**src/rtl/riscv_pkg.sv**
```systemverilog
// Shared pipeline constants: functional-unit latencies and scoreboard field widths.
package riscv_pkg;

    localparam int unsigned LAT_ALU  = 1;
    localparam int unsigned LAT_LOAD = 2;
    localparam int unsigned LAT_MUL  = 3;
    localparam int unsigned LAT_DIV  = 8;

    localparam int unsigned RA_W  = 5;
    localparam int unsigned CNT_W = 4;

endpackage

```
**src/rtl/hazard_sb_cnt.sv**
```systemverilog
// One scoreboard entry: saturating down-counter with parallel load.
module hazard_sb_cnt
    import riscv_pkg::*;
(
    input  logic             clk,
    input  logic             rst_n,
    input  logic             load,
    input  logic [CNT_W-1:0] load_val,
    output logic [CNT_W-1:0] cnt,
    output logic             busy
);

    always_ff @(posedge clk or negedge rst_n) begin
        if (!rst_n) begin
            cnt <= '0;
        end else if (load) begin
            cnt <= load_val;
        end else if (cnt != '0) begin
            cnt <= cnt - CNT_W'(1);
        end
    end

    assign busy = (cnt > CNT_W'(1));

endmodule

```
**src/rtl/hazard_scoreboard.sv**
```systemverilog
// ID-stage latency scoreboard: stalls on RAW/WAW hazards, squashes on branch flush.
// Build option FWD_EN: bypass network present, so results count as available at forward point.
module hazard_scoreboard
    import riscv_pkg::*;
#(
    parameter int unsigned NUM_REGS = 32,
    parameter int unsigned MAX_LAT  = LAT_DIV,
    parameter int unsigned WB_EXTRA = 2
) (
    input  logic                clk,
    input  logic                rst_n,
    input  logic                id_valid,
    input  logic [RA_W-1:0]     id_rs1,
    input  logic [RA_W-1:0]     id_rs2,
    input  logic                id_use_rs1,
    input  logic                id_use_rs2,
    input  logic [RA_W-1:0]     id_rd,
    input  logic                id_we,
    input  logic [CNT_W-1:0]    id_lat,
    input  logic                branch_flush,
    output logic                pc_write,
    output logic                if_id_write,
    output logic                id_ex_bubble,
    output logic                if_id_flush,
    output logic [NUM_REGS-1:0] sb_busy
);

    logic [CNT_W-1:0]    cnt [NUM_REGS];
    logic [NUM_REGS-1:0] busy;
    logic [CNT_W-1:0]    lat_eff;
    logic [CNT_W-1:0]    load_val;
    logic                raw1, raw2, waw, stall, issue, wr_en;

    assign lat_eff = (id_lat == '0)              ? CNT_W'(1) :
                     (id_lat > CNT_W'(MAX_LAT))  ? CNT_W'(MAX_LAT) : id_lat;

`ifdef FWD_EN
    assign load_val = lat_eff;
`else
    assign load_val = lat_eff + CNT_W'(WB_EXTRA);
`endif

    // RAW reads pre-issue state, so an instruction never hazards on its own rd
    assign raw1  = id_use_rs1 && (id_rs1 != '0) && busy[id_rs1];
    assign raw2  = id_use_rs2 && (id_rs2 != '0) && busy[id_rs2];
    assign waw   = id_we && (id_rd != '0) && (cnt[id_rd] > load_val);
    assign stall = id_valid && !branch_flush && (raw1 || raw2 || waw);
    assign issue = id_valid && !branch_flush && !stall;
    assign wr_en = issue && id_we && (id_rd != '0);

    assign cnt[0]  = '0;
    assign busy[0] = 1'b0;

    for (genvar r = 1; r < NUM_REGS; r++) begin : g_cnt
        hazard_sb_cnt u_cnt (
            .clk      (clk),
            .rst_n    (rst_n),
            .load     (wr_en && (id_rd == RA_W'(r))),
            .load_val (load_val),
            .cnt      (cnt[r]),
            .busy     (busy[r])
        );
    end

    assign sb_busy = busy;

    always_comb begin
        pc_write     = 1'b1;
        if_id_write  = 1'b1;
        id_ex_bubble = 1'b0;
        if_id_flush  = 1'b0;
        if (branch_flush) begin
            id_ex_bubble = 1'b1;
            if_id_flush  = 1'b1;
        end else if (stall) begin
            pc_write     = 1'b0;
            if_id_write  = 1'b0;
            id_ex_bubble = 1'b1;
        end
    end

endmodule

```
**config.mk**
```make
export PLATFORM = sky130hd
export DESIGN_NAME = hazard_scoreboard
export DESIGN_NICKNAME = d
export VERILOG_FILES = /design/src/rtl/riscv_pkg.sv /design/src/rtl/hazard_sb_cnt.sv /design/src/rtl/hazard_scoreboard.sv
export SDC_FILE = /design/constraint.sdc
export NUM_CORES = 1
export LEC_CHECK = 0
export ABC_AREA = 1
export BUFFER_PORTS_ARGS = -buffer_cell sky130_fd_sc_hd__clkbuf_2
export CORE_ASPECT_RATIO = 0.8
export CORE_UTILIZATION = 63
export DETAILED_ROUTE_END_ITERATION = 12
export MAX_ROUTING_LAYER = met4
export PLACE_DENSITY = 0.82
export SYNTH_ARGS = -nofsm -noshare
export SYNTH_HDL_FRONTEND = slang
export SYNTH_SLANG_ARGS = --single-unit
```
**constraint.sdc**
```tcl
create_clock -name clk -period 3.9 [get_ports clk]
set_input_delay 0.585 -clock clk [delete_from_list [all_inputs] [get_ports clk]]
set_output_delay 0.585 -clock clk [all_outputs]
set_load 0.01 [all_outputs]
```
==> results.md <==
* Worst-path clk slew at 0.06 ns
* Run status: finished clean
* CTS tree: built
* CP max stage cell: a221oi_2
* Power share of the sequential group at 26.9%
* Ratio of cells with drive above 1 in the final layout at 10.98%
* Simple-gate share of the synthesized area at 35.77%
* Max incr delay on CP at 0.36 ns
* Iteration-0 DRC Markers at 1389
* Reg-to-reg endpoint: g_cnt[5].u_cnt.cnt[3]
* Hold Violations, Final at 0
* CP max FO at 8
* Max IR drop VDD at 521.0 uV
* Die Y at 120.4 um
* Drt first pass iters at 7
* Reg with most FFs: g_cnt.u_cnt.cnt
* Core ar. at 0.01682 mm^2
* Asr flop ratio synth at 100.0%
* CTS buffer count at 17
* Hold_ws at 0.2223 ns
* Final instance area at 0.01206 mm^2
* Crit-path cells: clkbuf_2 -> nor2_1 -> buf_4 -> buf_4 -> a22oi_2 -> o221ai_2 -> a221oi_2 -> o21ai_0 -> ha_1 -> o211ai_1 -> nand2_1 -> nand4_1 -> nand2_2 -> nor2_4 -> or2_1 -> nand2_1 -> clkbuf_2
* Tcrit/Tclk final at 96.69%
* Setup crit end kind: primary output
* EDFF count, synth at 0
* Yosys top cell by area: dfrtp_1
* Rows at 42
* Clock tree sinks at 124
* CTS Hold Bufs at 0
* Grt ovf at 0
* Static leakage at 0.006175 uW
* Antenna Nets Post-Route at 0
* H-Tree Depth at 4
* Ranking of synthesized cells by area: dfrtp_1, nand2_1, nand4_1
* Tightest Hold Check Type: input port to async pin
* Max Cap Viol at 0
* Area after DPL at 0.01136 mm^2
* Ys flop type: dfrtp_1
* Syn Nets at 1702
* Setup TNS at 0 ns
* Final nets at 1720
* CP bufs+invs at 4
* Final setup viols at 0
* Comb power frac at 56.9%
* Clk_skew at 0.008803 ns
* Reg2reg path depth at 17
* Slew @ Worst Pin at 0.9466 ns
* Filler Cells Inserted at 1399
* Vias per cell at 6.146
* Worst slew margin at 36.40%
* Vias at 11430
* CTS Buffer Depth at 2
* Sequential area share after synthesis at 28.13%
* Worst Path Arrival at 3.19 ns
* Post-route DRC at 0
* GRT Total Usage at 40.86%
* Main combinational cell family by area after synthesis: simple AND/OR/NAND/NOR gates
* Yosys warning total at 0
* Final core occ at 71.69%
* Clock Latency Late Sink at 0.44 ns
* Post-layout minimum cycle time at 3.771 ns
* Mux contribution to synthesized area at 0%
* Compound-Gate Fraction of Synth Area at 11.29%
* Post-Synth XOR/XNOR Area at 3.731%
* HPWL after DPL at 24680 um
* Most frequent cells after synthesis: nand2_1, inv_1, nand4_1
* Horiz. Die Dim at 149.9 um
* Wire length per cell at 18.59 um
* Largest register FFs at 124
* Synthesized area per cell at 6.856 um^2
* Synth cell types at 43
* Crit start category: input port
* I/O pin count at 62
* Largest delay share family, worst path: compound AO/OA/AOI/OAI gates
* Switching power at 4783 uW
* Total wire length at 34570 um
* Initial antenna violation count at 0
* R2R Setup Slk at 0.80 ns
* Max Fclk at 0.2652 GHz
* Total power divided by cell area at 801.1 mW/mm^2
* Switching portion of total power at 49.53%
* Most common cell in the netlist: nand2_1
* Pins Over Slew Limit at 0
* Clock power frac at 16.2%
* Clock root buffer: clkbuf_16
* Post-synth top area share at 28.13%
* Synthesis-to-finish area growth at 9.277%
* Die area at 0.01805 mm^2
* # port buffers at 60
* FF-to-FF Start: g_cnt[6].u_cnt.cnt[3]
* Pin count of the biggest net entering global routing at 101
* WP data required at 3.31 ns
* Antenna Cells at 0
* Synth Register Bits at 124
* Int Pwr at 4874 uW
* Post-Synth Adder-Cell Area at 7.599%
* First-pass GRT wire length at 54610 um
* Cell Area, Synth at 0.01103 mm^2
* Vias in the first global route at 10420
* Top Registers: g_cnt.u_cnt.cnt: 124 flops
* Initial Util at 65.60%
* Syn Inst Count at 1609
* Gpl congestion at 1.048
* Crit Path Class: input port to primary output
[power by group through the flow]
| stage | sequential, uW | clock, uW | combinational, uW |
|---|---|---|---|
| floorplan | 2430 | 0 | 4280 |
| global placement | 2570 | 0 | 5140 |
| detailed placement | 2580 | 0 | 5290 |
| CTS | 2570 | 1560 | 5350 |
| global route | 2690 | 1620 | 6260 |
| finish | 2600 | 1560 | 5500 |
[how the worst max path moves through the flow]
stage	from	end	slack (ns)	cells after the start
after floorplan	id_rd[1]	pc_write	0.24	19
after global placement	id_rd[0]	id_ex_bubble	-0.01	19
after detailed placement	id_rd[0]	id_ex_bubble	-0.004	19
after CTS	id_rd[0]	id_ex_bubble	0.06	21
after global routing	id_rd[0]	id_ex_bubble	-0.03	17
final	id_rd[0]	id_ex_bubble	0.13	17
[metrics by stage]
stage / worst slack [ns] / total power (uW) / std cells
global placement: -0.01034 / 7705 / 1824
finish: 0.1292 / 9657 / 1860
global route: -0.02701 / 10580 / 1860
CTS: 0.05755 / 9486 / 1856
floorplan: 0.2396 / 6711 / 1609
detailed placement: -0.003518 / 7870 / 1824
[logic make-up (layout without fill, tap and decap cells)]
family | Yosys count | in the layout
and+or+nand+nor | 828 | 828
buffers and inverters | 329 | 360
AOI/OAI and AO/OA | 213 | 213
DFF | 124 | 124
adders and majority gates | 67 | 67
xor gates and xnor gates | 47 | 47
other | 1 | 1
[layout make-up]
type / instances / area (um^2) / area share, %
clock inverters: 12 / 112.6 / 0.9341
multi-input cells: 1156 / 6518 / 54.06
repair buffers: 102 / 739.5 / 6.134
well taps: 220 / 275.3 / 2.283
inverters: 226 / 850.8 / 7.058
flip-flops and latches: 124 / 3103 / 25.74
clock buffers: 20 / 456.7 / 3.788
[placed cells by master, fill, tap and decap left out, types with 7 or more instances in the layout]
cell,synthesis,final
o22ai_1,42,41
nor3_1,34,34
ha_1,67,67
nor2_1,71,68
nand3_4,20,20
a41oi_1,9,9
nand3_1,92,92
nand2_1,453,450
xor2_1,41,41
clkbuf_2,0,58
a22oi_1,8,7
o21ai_1,1,9
buf_12,2,8
a21oi_1,62,62
buf_4,49,31
o21ai_0,68,59
and2_1,13,13
nand4_1,138,138
clkbuf_16,0,17
dfrtp_1,124,124
inv_1,220,219
[repair_timing]
item | in CTS | in global routing
resized for setup | 1 | 33
endpoints found under the setup margin | 1 | 3
buffers inserted | 0 | 4
pin swaps | 0 | 6
[per-layer routing]
metal | track usage, % | up-vias | wire (um)
li1 | - | 5380 | -
met1 | 53.58 | 5255 | 14080
met2 | 59.23 | 653 | 14880
met3 | 10.45 | 143 | 4171
met4 | 18.50 | 0 | 1438
met5 | - | - | 0
(Power assumes the default switching activity.)
